<file path="src/rtl/inst_fetch.sv">
// rtl/inst_fetch.sv - instruction-fetch stage in front of the byte-serial memory controller
//
// Purpose:
//   Requests instruction words from the memory controller and buffers them in
//   a small queue. Decode takes {pc, inst} from the queue over a valid/ready
//   handshake. Branch/jump redirects flush the queue. A redirect that arrives
//   while a fetch is in flight lets that fetch finish at its old address and
//   then throws the word away.
//
// Ports:
//   clk           clock, all state updates on posedge
//   rst           asynchronous active-low reset
//   pc_o          fetch address, held stable while a fetch is outstanding
//   pc_enable_o   fetch request to the memory controller
//   ram_done_i    one-cycle completion pulse from the controller
//   mpc_i         1 = controller is serving a data access; ram_done_i not ours
//   ram_data_i    assembled word, valid with ram_done_i
//   jump_i        redirect request (one cycle)
//   jump_addr_i   redirect target (bits [1:0] forced to 0)
//   id_ready_i    decode accepts the queue head this cycle
//   inst_valid_o  queue head valid
//   inst_o        queue head instruction
//   inst_pc_o     queue head PC

module inst_fetch #(
  parameter logic [31:0] RESET_PC = 32'h0000_0000,
  parameter int          QDEPTH   = 2
) (
  input  logic        clk,
  input  logic        rst,
  output logic [31:0] pc_o,
  output logic        pc_enable_o,
  input  logic        ram_done_i,
  input  logic        mpc_i,
  input  logic [31:0] ram_data_i,
  input  logic        jump_i,
  input  logic [31:0] jump_addr_i,
  input  logic        id_ready_i,
  output logic        inst_valid_o,
  output logic [31:0] inst_o,
  output logic [31:0] inst_pc_o
);

  localparam int             AW    = (QDEPTH > 1) ? $clog2(QDEPTH) : 1;
  localparam int             CW    = AW + 1;
  localparam logic [CW-1:0]  QFULL = CW'(QDEPTH);

  typedef enum logic [1:0] {
    IDLE = 2'd0,
    REQ  = 2'd1,
    DROP = 2'd2
  } state_t;

  state_t        state_q;
  logic [31:0]   fetch_pc_q;
  logic [31:0]   pc_q;
  logic          pc_en_q;

  logic [31:0]   mem_inst_q [QDEPTH];
  logic [31:0]   mem_pc_q   [QDEPTH];
  logic [AW-1:0] wr_ptr_q, wr_ptr_d;
  logic [AW-1:0] rd_ptr_q, rd_ptr_d;
  logic [CW-1:0] count_q, count_d;
  logic          valid_q;
  logic [31:0]   inst_q;
  logic [31:0]   inst_pc_q;

  logic [31:0]   target;
  logic          fetch_done;
  logic          push;
  logic          pop;
  logic          slot_free;
  logic          head_bypass;
  logic [31:0]   head_inst_d;
  logic [31:0]   head_pc_d;

  assign target     = {jump_addr_i[31:2], 2'b00};
  // ram_done_i during a data-side transaction belongs to the data path.
  assign fetch_done = ram_done_i && !mpc_i && (state_q != IDLE);
  // Only REQ pushes; a word completing in DROP or alongside a jump is stale.
  assign push       = (state_q == REQ) && fetch_done && !jump_i;
  assign pop        = valid_q && id_ready_i && !jump_i;
  // count_d already folds in this cycle's push and pop, so it equals
  // queue count + outstanding fetch - pop for the decision at this edge.
  assign slot_free  = (count_d < QFULL);

  always_comb begin
    wr_ptr_d = wr_ptr_q;
    rd_ptr_d = rd_ptr_q;
    count_d  = count_q;
    if (jump_i) begin
      wr_ptr_d = '0;
      rd_ptr_d = '0;
      count_d  = '0;
    end else begin
      if (push) wr_ptr_d = wr_ptr_q + AW'(1);
      if (pop)  rd_ptr_d = rd_ptr_q + AW'(1);
      count_d = count_q + CW'(push) - CW'(pop);
    end
  end

  // The new head is the word being written when no older entry remains ahead of it.
  assign head_bypass = push && (wr_ptr_q == rd_ptr_d);
  assign head_inst_d = head_bypass ? ram_data_i : mem_inst_q[rd_ptr_d];
  assign head_pc_d   = head_bypass ? fetch_pc_q : mem_pc_q[rd_ptr_d];

  always_ff @(posedge clk or negedge rst) begin
    if (!rst) begin
      for (int i = 0; i < QDEPTH; i++) begin
        mem_inst_q[i] <= '0;
        mem_pc_q[i]   <= '0;
      end
      wr_ptr_q  <= '0;
      rd_ptr_q  <= '0;
      count_q   <= '0;
      valid_q   <= 1'b0;
      inst_q    <= '0;
      inst_pc_q <= '0;
    end else begin
      if (push) begin
        mem_inst_q[wr_ptr_q] <= ram_data_i;
        mem_pc_q[wr_ptr_q]   <= fetch_pc_q;
      end
      wr_ptr_q  <= wr_ptr_d;
      rd_ptr_q  <= rd_ptr_d;
      count_q   <= count_d;
      valid_q   <= (count_d != '0);
      inst_q    <= head_inst_d;
      inst_pc_q <= head_pc_d;
    end
  end

  // pc_q is separate from fetch_pc_q so DROP can keep presenting the old
  // address to the controller while fetch_pc_q already holds the target.
  always_ff @(posedge clk or negedge rst) begin
    if (!rst) begin
      state_q    <= IDLE;
      fetch_pc_q <= RESET_PC;
      pc_q       <= RESET_PC;
      pc_en_q    <= 1'b0;
    end else begin
      case (state_q)
        IDLE: begin
          if (jump_i) begin
            state_q    <= REQ;
            fetch_pc_q <= target;
            pc_q       <= target;
            pc_en_q    <= 1'b1;
          end else if (slot_free) begin
            state_q <= REQ;
            pc_q    <= fetch_pc_q;
            pc_en_q <= 1'b1;
          end
        end
        REQ: begin
          if (fetch_done) begin
            if (jump_i) begin
              state_q    <= REQ;
              fetch_pc_q <= target;
              pc_q       <= target;
              pc_en_q    <= 1'b1;
            end else begin
              fetch_pc_q <= fetch_pc_q + 32'd4;
              pc_q       <= fetch_pc_q + 32'd4;
              if (slot_free) begin
                state_q <= REQ;
                pc_en_q <= 1'b1;
              end else begin
                state_q <= IDLE;
                pc_en_q <= 1'b0;
              end
            end
          end else if (jump_i) begin
            state_q    <= DROP;
            fetch_pc_q <= target;
          end
        end
        DROP: begin
          if (fetch_done) begin
            state_q    <= REQ;
            pc_en_q    <= 1'b1;
            fetch_pc_q <= jump_i ? target : fetch_pc_q;
            pc_q       <= jump_i ? target : fetch_pc_q;
          end else if (jump_i) begin
            fetch_pc_q <= target;
          end
        end
        default: begin
          state_q <= IDLE;
          pc_en_q <= 1'b0;
        end
      endcase
    end
  end

  assign pc_o         = pc_q;
  assign pc_enable_o  = pc_en_q;
  assign inst_valid_o = valid_q;
  assign inst_o       = inst_q;
  assign inst_pc_o    = inst_pc_q;

endmodule

</file>
<file path="config.mk">
export PLATFORM = sky130hd
export DESIGN_NAME = inst_fetch
export DESIGN_NICKNAME = d
export VERILOG_FILES = /design/src/rtl/inst_fetch.sv
export SDC_FILE = /design/constraint.sdc
export NUM_CORES = 1
export LEC_CHECK = 0
export ABC_AREA = 1
export ABC_CLOCK_PERIOD_IN_PS = 3200
export CORE_ASPECT_RATIO = 0.75
export CORE_MARGIN = 2
export CORE_UTILIZATION = 45
export CTS_CLUSTER_SIZE = 20
export DETAILED_ROUTE_END_ITERATION = 8
export GPL_ROUTABILITY_DRIVEN = 0
export MAX_ROUTING_LAYER = met4
export PLACE_DENSITY = 0.68
export SETUP_SLACK_MARGIN = 0.1
export SLEW_MARGIN = 20
export SYNTH_ARGS = -nofsm -noshare
export SYNTH_HDL_FRONTEND = slang
export SYNTH_SLANG_ARGS = --single-unit
</file>
<file path="constraint.sdc">
create_clock -name clk -period 3.2 [get_ports clk]
set_clock_uncertainty 0.15 [all_clocks]
set_input_delay 0.64 -clock clk [delete_from_list [all_inputs] [get_ports clk]]
set_output_delay 0.64 -clock clk [all_outputs]
set_load 0.005 [all_outputs]
</file>
==> impl_metrics.csv, run 1 <==
group,metric,value,unit
grt,track_usage,23.33,%
synthesis,synth_seq_cells,264,
setup_path,r2r_start,"state_q[0]$_DFFE_PN0P_",
clock_network,cts_tree,"built",
clock_network,cts_made_buffers,27,
sta,rsz0062_at_grt,"false",
floorplanning,die_area,28820,um2
routing,viasPerCell,5.202,
synthesis,synth_area_leaders,"dfrtp_1, nand2_1, o21ai_1, inv_1, nor2_1",
setup_path,worstPathArrival,2.95,ns
cells_and_area,final_nets,1799,
sta,period_needed,2.631,ns
setup_path,start_kind,"input pin",
synthesis,syn_inst,1590,
grt,grt_start_max_net_pins,82,
setup_path,critical_path.top_delay_family,"buffers and inverters",
clock_network,clock-root-buffer,"clkbuf_16",
power,switching_share,36.47,%
grt,grt_pass1_vias,10150,
floorplanning,start_util,45.77,%
cells_and_area,final_common_cell,"nand2_1",
clock_network,clk_path_buf_depth,3,
cells_and_area,mostFrequentLayoutCells,"nand2_1, dfrtp_1, o21ai_1, clkdlybuf4s50_1, inv_1",
placed_design,placedInstanceArea,14400,um2
hold_path,min-delay-start,"pc_o[12]$_DFFE_PN0P_",
setup_path,worst_r2r_path_depth,16,
sta,fin_setup_tns,0,ns
setup_path,max_stage_delay,0.45,ns
synthesis,synth.cell_area,12360,um2
placed_design,dp_slack,0.06081,ns
cells_and_area,areaGrowthSynthToFinish,23.37,%
synthesis,netlist.area_leader.share,53.46,%
routing,drtAntennaViolNets,0,
grt,antenna_found_initial,0,
power,combinationalPowerShare,38.6,%
routing,first_pass_iters,6,
clock_network,clock_latency,0.53,ns
power,finalPower,14.02,mW
cells_and_area,drive_gt1_share,4.931,%
power,seqPwrFrac,40.0,%
sta,hold_viol_final,0,
setup_path,crit_fanout,14,
routing,drt_wl_total,32330,um
grt,grt_first_pass_wirelength,52610,um
synthesis,seq_area_frac_synth,53.46,%
floorplanning,fp.dieH,147.5,um
floorplanning,rows,52,
power,power_leakage,7.456,nW
grt,grt-ovfl-total,0,
setup_path,rr_endpoint,"pc_o[3]$_DFFE_PN0P_",
cells_and_area,utilization,56.46,%
sta,finalCritPeriodShare,82.23,%
floorplanning,die_w,195.4,um
setup_path,worstPathRequired,3.52,ns
clock_network,path_clk_slew,0.06,ns
routing,drt_iter0_drc,895,
synthesis,synth_cell_type_count,32,
sta,tightestPinTransition,0.7745,ns
cells_and_area,design_area,15250,um2
synthesis,syn-num-nets,1663,
run_status,status,"complete, no violations",
setup_path,path_buf_inv,5,
floorplanning,core-area,27000,um2
power,clkPwrFrac,21.4,%
clock_network,htreeDepth,1,
synthesis,synth_area_per_cell,7.772,um2
routing,vias,10900,
routing,wl_per_cell,15.43,um
sta,max_freq,380.0,MHz
power,ir_worst_vdd,0.5187,mV
floorplanning,ioPinCount,168,
power,p_switching,5.112,mW
setup_path,end_kind,"register",
setup_path,cpMaxStageDelayCell,"clkdlybuf4s50_1",
power,intPower,8.905,mW
power,powerDensity,919.4,nW/um2
placed_design,dp_hpwl,21640,um
setup_path,critPathKind,"in -> reg",
sta,finalSetupViolations,0,
sta,relSlewSlack,48.37,%
setup_path,cp_cell_sequence,"clkdlybuf4s50_1, nand2_1, nor2_4, inv_2, nor2_4, inv_1, ha_1, inv_1, ha_1, nand3_1, nand4_1, nand3_2, inv_2, o211ai_1, nand2_1",
hold_path,holdPathStages,2,
hold_path,min_path_type,"reg -> reg",
setup_path,reg2reg_slack,0.65,ns
cells_and_area,diodes,0,
sta,final_max_slew_viol_count,0,
job,cap_violations,0,
hold_path,min_to,"pc_o[12]$_DFFE_PN0P_",
synthesis,yosys_warnings,0,
cells_and_area,fill_cells,2416,
routing,drc,0,
placed_design,numPortBuffers,165,
clock_network,cts.sinks,264,
synthesis,yosys.area.top_type,"dfrtp_1",
sta,worst_slack,0.5687,ns
[stage by stage]
step / cells / hold WS (ns)
after global routing: 2095 / 0.3554
after floorplan: 1590 / 0.1944
after global placement: 2047 / 0.3170
final: 2095 / 0.3366
after detailed placement: 2047 / 0.3180
after CTS: 2095 / 0.3407
[cell usage after synthesis, drive strengths merged]
master,count
o21a,1
a31oi,1
o21ai,231
nand2,640
or2,1
inv,110
mux2i,1
o22ai,14
a21oi,37
ha,3
a21boi,3
a22oi,3
dfrtp,264
nand4,25
buf,61
o211ai,10
nor2,92
nand3,55
a21o,7
a211oi,1
o221ai,1
a41oi,1
clkbuf,28
[logic make-up (layout without fill, tap and decap cells)]
logic type / count (synthesis) / count (layout) / synth area share [%]
mux: 1 / 1 / 0.08100
compound gates: 310 / 310 / 13.27
simple gates: 813 / 813 / 25.98
fa+ha+maj: 3 / 3 / 0.3038
flops: 264 / 264 / 53.46
buf+inv: 199 / 353 / 6.905
[power by group through the flow]
stage	Combinational, mW	Sequential (mW)	Clock, mW
2_1_floorplan	3.16	5.49	0
3_3_place_gp	5.28	5.61	0
3_5_place_dp	5.42	5.63	0
4_1_cts	5.45	5.59	3.07
5_1_grt	6.12	5.77	3.22
6_report	5.41	5.60	3.00
[worst reg2reg max path: cells and delay by family, from the launching register on]
kind                       cells  cell delay, ns
and+or+nand+nor                7            0.78
buffers and inverters          6            0.60
adders and majority gates      2            0.41
DFF                            1            0.41
AOI/OAI and AO/OA              1            0.14
[state kept, by name, indices dropped and copies added, names as in the netlist]
register and count:
wr_ptr_q 1, fetch_pc_q 32, count_q 2, inst_pc_o 32, pc_enable_o 1, rd_ptr_q 1
state_q 2, inst_o 32, mem_inst_q 64, pc_o 32, inst_valid_o 1, mem_pc_q 64
[repair_timing]
| action | CTS | global route |
|---|---|---|
| hold buffers | 1 | 0 |
| hold endpoints to repair | 24 | 0 |
| buffers inserted | 0 | 0 |
| gates resized for setup | 0 | 0 |
[per-layer routing]
metal,vias up,wire length (um),global-route usage (%)
li1,5388,-,-
met1,5107,15020,33.20
met2,345,14660,35.27
met3,58,1901,3.285
met4,0,738,6.298
met5,-,0,-
[how the worst max path moves through the flow]
| stage | start | to | slack [ns] | cells past startpoint |
|---|---|---|---|---|
| detailed placement | ram_done_i | pc_o[4]$_DFFE_PN0P_ | 0.06 | 15 |
| floorplan | jump_i | pc_o[17]$_DFFE_PN0P_ | 0.25 | 13 |
| CTS | ram_done_i | pc_o[4]$_DFFE_PN0P_ | 0.59 | 15 |
| global placement | ram_done_i | pc_o[9]$_DFFE_PN0P_ | 0.09 | 14 |
| global route | mpc_i | pc_o[6]$_DFFE_PN0P_ | 0.38 | 16 |
| finish | ram_done_i | pc_o[3]$_DFFE_PN0P_ | 0.57 | 15 |
[layout make-up]
type                       count  area [um2]  area share [%]
timing repair buffer         196        2012           13.20
multi-input combinational   1127        4936           32.38
clock buffer                  44       819.5           5.375
sequential                   264        6606           43.33
clock inverter                 3       17.52          0.1149
inverter                     110       415.4           2.725
tap                          351       439.2           2.881
(Power assumes the default switching activity.)
==> run 2, diff against run 1 <==
Settings changed: ABC_CLOCK_PERIOD_IN_PS 3200 to 2500.
Clock period 3.2 ns to 2.5 ns, I/O delays scaled along.
==> run 2 against run 1 <==
The flow now finishes with violations (negative setup slack). Sequential power increased by 27%. Non-clock buffer count increased by 35. Via count increased by 2.1%. Wire length increased by 3.4%. Core utilization increased by 2.6 points. Die area unchanged. Count of clock-buffer cells in the layout decreased by 3. Sequential cell count unchanged. First-iteration DRC count increased by 15%. Critical endpoint is now pc_o[5]$_DFFE_PN0P_. Largest cell class unchanged. Largest power group is now combinational logic. Highest routed layer unchanged.
==> impl_metrics.csv, run 2 (synthesis results as in run 1) <==
group,metric,value,unit
run_status,status,"complete, but fails checks",
run_status,violations,"negative setup slack",
floorplanning,die_w,195.4,um
sta,hold_viol_final,0,
cells_and_area,final_nets,1834,
placed_design,dp_hpwl,22230,um
job,cap_violations,0,
cells_and_area,mostFrequentLayoutCells,"nand2_1, dfrtp_1, o21ai_1, clkdlybuf4s50_1, inv_1",
grt,grt-ovfl-total,0,
placed_design,placedInstanceArea,14610,um2
setup_path,max_stage_delay,0.49,ns
clock_network,cts_made_buffers,27,
setup_path,end_kind,"register",
floorplanning,ioPinCount,168,
clock_network,htreeDepth,1,
setup_path,path_buf_inv,7,
routing,wl_met2,15250,um
setup_path,cp_cell_sequence,"clkdlybuf4s50_1, nand2_1, nor2_4, inv_2, nor2_4, inv_2, ha_4, inv_2, ha_4, inv_2, nand2_2, nand4_1, nand3_4, clkbuf_16, clkbuf_16, nand2_1, o21ai_1",
clock_network,path_clk_slew,0.06,ns
setup_path,start_kind,"input pin",
grt,grt_start_max_net_pins,88,
clock_network,cts_tree,"built",
cells_and_area,largestRegisters,"mem_inst_q: 64 flops, mem_pc_q: 64 flops",
setup_path,cpMostUsedCell,"inv_2",
routing,met1_length,15050,um
routing,drt_wl_total,33420,um
grt,grt_pass1_vias,10470,
sta,final_max_slew_viol_count,0,
routing,first_pass_iters,7,
clock_network,cts.sinks,264,
clock_network,clk_path_buf_depth,3,
cells_and_area,design_area,15950,um2
routing,vias,11130,
cells_and_area,areaGrowthSynthToFinish,29.09,%
floorplanning,die_area,28820,um2
hold_path,min_path_type,"in -> reg",
sta,relSlewSlack,60.81,%
floorplanning,rows,52,
routing,drt_iter0_drc,1025,
routing,met3_length,2384,um
setup_path,crit_fanout,7,
floorplanning,core-area,27000,um2
setup_path,cpMaxStageDelayCell,"clkdlybuf4s50_1",
setup_path,critPathKind,"in -> reg",
grt,track_usage,23.55,%
placed_design,numPortBuffers,165,
sta,period_needed,2.553,ns
power,power_leakage,7.772,nW
power,finalPower,19.18,mW
routing,wl_per_cell,15.69,um
sta,finalCritPeriodShare,102.1,%
setup_path,worstPathArrival,2.82,ns
setup_path,worstPathRequired,2.77,ns
cells_and_area,final_common_cell,"nand2_1",
power,ir_worst_vdd,0.7538,mV
power,powerDensity,1202,nW/um2
routing,drtAntennaViolNets,0,
grt,grt_first_pass_wirelength,53760,um
sta,worst_slack,-0.05304,ns
cells_and_area,fill_cells,2429,
sta,rsz0062_at_grt,"true",
sta,finalSetupViolations,28,
sta,max_freq,391.7,MHz
cells_and_area,diodes,0,
setup_path,critical_path.top_delay_family,"buffers and inverters",
clock_network,clock_latency,0.53,ns
grt,antenna_found_initial,0,
routing,highest_layer,"met4",
sta,tightestPinTransition,0.5872,ns
cells_and_area,drive_gt1_share,9.500,%
routing,drc,0,
routing,viasPerCell,5.224,
clock_network,clock-root-buffer,"clkbuf_16",
floorplanning,start_util,45.77,%
floorplanning,fp.dieH,147.5,um
==> run 2: per-layer routing <==
layer / vias up / track usage, %
met2: 371 / 36.66
met3: 57 / 3.833
li1: 5451 / -
met4: 0 / 5.649
met5: - / -
met1: 5249 / 32.57
==> run 2: repair_timing <==
| action | 4_1_cts | 5_1_grt |
|---|---|---|
| resized for setup | 10 | 58 |
| hold buffers | 1 | 0 |
| pin swaps | 4 | 15 |
| gates cloned | 0 | 7 |
| buffers inserted | 5 | 6 |
| endpoints found under the setup margin | 32 | 36 |
| hold endpoints to repair | 48 | 0 |
==> run 2: path summary, 6_finish.rpt <==
check,from,to,slack (ns),cells after the start
max,ram_done_i,pc_o[5]$_DFFE_PN0P_,-0.05,17
min,jump_i,count_q[0]$_DFF_PN0_,0.22,3
max reg2reg,state_q[0]$_DFFE_PN0P_,pc_o[5]$_DFFE_PN0P_,-0.04,18
min reg2reg,pc_o[28]$_DFFE_PN0P_,pc_o[28]$_DFFE_PN0P_,0.33,2
max in group asynchronous,rst,mem_inst_q[55]$_DFFE_PN0P_,1.15,3
min in group asynchronous,rst,pc_o[0]$_DFFE_PN0P_,0.33,2
==> run 2: stage by stage <==
step	std cells	hold WS, ns	util (%)	worst slack (ns)	TNS (ns)
2_1_floorplan	1590	0.05441	-	0.09574	0
4_1_cts	2118	0.1901	57.60	0.03500	0
3_5_place_dp	2065	0.3015	54.11	-0.5156	-15.52
3_3_place_gp	2065	0.2947	54.11	-0.4315	-13.08
6_report	2130	0.2173	59.08	-0.05304	-0.5476
5_1_grt	2130	0.2141	59.08	-0.1729	-4.660
==> run 2: power by group <==
group,switching [mW],internal [mW]
registers,1.06,6.08
logic,4.26,3.85
clock network,1.68,2.24
==> run 2: area by class of cell <==
class / instances / area (um2) / area share (%)
inverters: 110 / 417.9 / 2.620
clock inverters: 6 / 38.79 / 0.2431
flip-flops and latches: 264 / 6606 / 41.41
well taps: 351 / 439.2 / 2.753
multi-input cells: 1127 / 5131 / 32.16
repair buffers: 231 / 2501 / 15.68
clock buffers: 41 / 818.3 / 5.129
==> run 2: worst reg2reg max path, cell delays in order (launching register included) <==
cell and delay (ns):
dfrtp_1 0.36, inv_2 0.07, nor2_4 0.15, inv_4 0.06, nor2_4 0.09, inv_2 0.06
nor2_4 0.10, inv_2 0.05, ha_4 0.26, inv_2 0.04, ha_4 0.16, inv_2 0.05
nand2_2 0.05, nand4_1 0.15, nand3_4 0.12, clkbuf_16 0.22, clkbuf_16 0.18, nand2_1 0.06
o21ai_1 0.05
==> run 3, diff against run 2 <==
Settings changed: CORE_MARGIN 2 to 3.
==> run 3 against run 2 <==
Largest cell class unchanged. Register-to-register slack barely moved. Wire length increased by 2.3%. The run still ends with negative setup slack left. Sequential power is essentially flat. Count of clock-buffer cells in the layout down 4. Sequential share of layout area is 0.27 points higher. Non-clock buffer count shrank 7. Global-route usage is 0.29 points lower.
==> impl_metrics.csv, run 3 (synthesis results as in run 1) <==
group,metric,value,unit
setup_path,crit_fanout,8,
run_status,status,"complete, but fails checks",
clock_network,cts_tree,"built",
setup_path,worstPathArrival,2.82,ns
cells_and_area,utilization,59.85,%
routing,viasPerCell,5.221,
routing,drt_wl_total,34170,um
cells_and_area,drive_gt1_share,8.117,%
routing,vias,11060,
floorplanning,start_util,46.67,%
floorplanning,fp.dieH,149.5,um
hold_path,min_path_type,"reg -> reg",
routing,drt_iter0_drc,870,
floorplanning,core-area,26480,um2
routing,first_pass_iters,5,
sta,period_needed,2.541,ns
cells_and_area,mostFrequentLayoutCells,"nand2_1, dfrtp_1, o21ai_1, clkdlybuf4s50_1, inv_1",
grt,grt_start_max_net_pins,65,
routing,drc,0,
run_status,violations,"negative setup slack",
setup_path,start_kind,"register",
clock_network,path_clk_slew,0.07,ns
job,cap_violations,0,
sta,relSlewSlack,58.52,%
placed_design,dp_hpwl,22470,um
power,power_leakage,7.721,nW
routing,wl_per_cell,16.13,um
cells_and_area,largestRegisters,"mem_inst_q: 64 flops, mem_pc_q: 64 flops",
power,ir_worst_vdd,0.6915,mV
floorplanning,rows,51,
sta,final_max_slew_viol_count,0,
power,powerDensity,1212,nW/um2
cells_and_area,diodes,0,
clock_network,htreeDepth,1,
cells_and_area,final_common_cell,"nand2_1",
setup_path,worstPathRequired,2.78,ns
grt,grt_first_pass_wirelength,54240,um
clock_network,clock_latency,0.54,ns
setup_path,end_kind,"register",
cells_and_area,areaGrowthSynthToFinish,28.25,%
clock_network,clock-root-buffer,"clkbuf_16",
grt,grt_pass1_vias,10370,
clock_network,clk_path_buf_depth,3,
sta,max_freq,393.5,MHz
sta,finalCritPeriodShare,101.7,%
floorplanning,die_area,29510,um2
sta,rsz0062_at_grt,"true",
routing,drtAntennaViolNets,0,
placed_design,numPortBuffers,165,
sta,finalSetupViolations,13,
cells_and_area,final_nets,1827,
power,finalPower,19.22,mW
grt,grt-ovfl-total,0,
setup_path,critPathKind,"reg -> reg",
sta,hold_viol_final,0,
grt,antenna_found_initial,0,
floorplanning,die_w,197.4,um
grt,track_usage,23.26,%
sta,tightestPinTransition,0.6157,ns
floorplanning,ioPinCount,168,
sta,worst_slack,-0.04135,ns
clock_network,cts.sinks,264,
clock_network,cts_made_buffers,27,
run 3: layout make-up:
cell class | instances | area, um2
multi-input combinational | 1127 | 5040
timing repair buffer | 224 | 2405
tap | 344 | 430.4
clock inverter | 12 | 143.9
fill | 2347 | 10630
sequential | 264 | 6606
inverter | 110 | 420.4
clock buffer | 37 | 803.3
run 3: critical path, cell delays in order, from the launching register on:
cell and delay [ns]:
dfrtp_1 0.36, inv_2 0.06, nor2_4 0.13, inv_4 0.05
nor2_4 0.12, inv_2 0.06, nor2_4 0.12, inv_2 0.05
ha_4 0.25, inv_2 0.03, ha_4 0.16, nand3_4 0.07
nand4_1 0.17, nand3_4 0.16, buf_12 0.13, buf_12 0.14
a21oi_1 0.05, nand2_1 0.09, nand2_1 0.05
run 3: per-stage QoR:
stage,instance area (um2),instances,TNS [ns],worst slack (ns),hold WS [ns]
3_3_place_gp,14610,2057,-11.27,-0.3567,0.3142
6_report,15850,2118,-0.1959,-0.04135,0.3297
5_1_grt,15850,2118,-2.606,-0.1315,0.3551
4_1_cts,15570,2108,0,0.06844,0.3328
2_1_floorplan,12410,1590,0,0.09574,0.05441
3_5_place_dp,14610,2057,-12.57,-0.3990,0.3188
run 3: path summary, 6_finish.rpt:
check	depth (start not counted)	slack (ns)	to	start
worst max-delay path	18	-0.04	pc_o[27]$_DFFE_PN0P_	state_q[0]$_DFFE_PN0P_
worst min-delay path	2	0.33	pc_o[2]$_DFFE_PN0P_	pc_o[2]$_DFFE_PN0P_
worst max register to register	18	-0.04	pc_o[27]$_DFFE_PN0P_	state_q[0]$_DFFE_PN0P_
worst min register to register	2	0.33	pc_o[2]$_DFFE_PN0P_	pc_o[2]$_DFFE_PN0P_
max in group asynchronous	3	1.19	mem_pc_q[25]$_DFFE_PN0P_	rst
min in group asynchronous	2	0.34	mem_inst_q[24]$_DFFE_PN0P_	rst
run 3: what timing repair did:
item	in CTS	in global routing
gates resized for setup	1	30
gates cloned	0	4
endpoints found under the hold margin	51	0
hold buffers	1	0
setup endpoints to repair	29	38
pin swaps	0	15
buffers inserted	1	6
run 3: routing by layer:
layer,vias to the layer above,share of wire (%),GRT usage [%]
met3,44,7.1,4.186
li1,5446,-,-
met4,0,1.6,4.701
met5,-,0,-
met1,5180,45,31.84
met2,388,47,36.84
run 3: power by group:
part / internal [mW] / switching [mW] / leakage, nW
Combinational: 3.63 / 4.15 / 3.86
Clock: 2.55 / 1.72 / 0.469
Sequential: 6.08 / 1.08 / 3.39
Total: 12.3 / 6.95 / 7.72
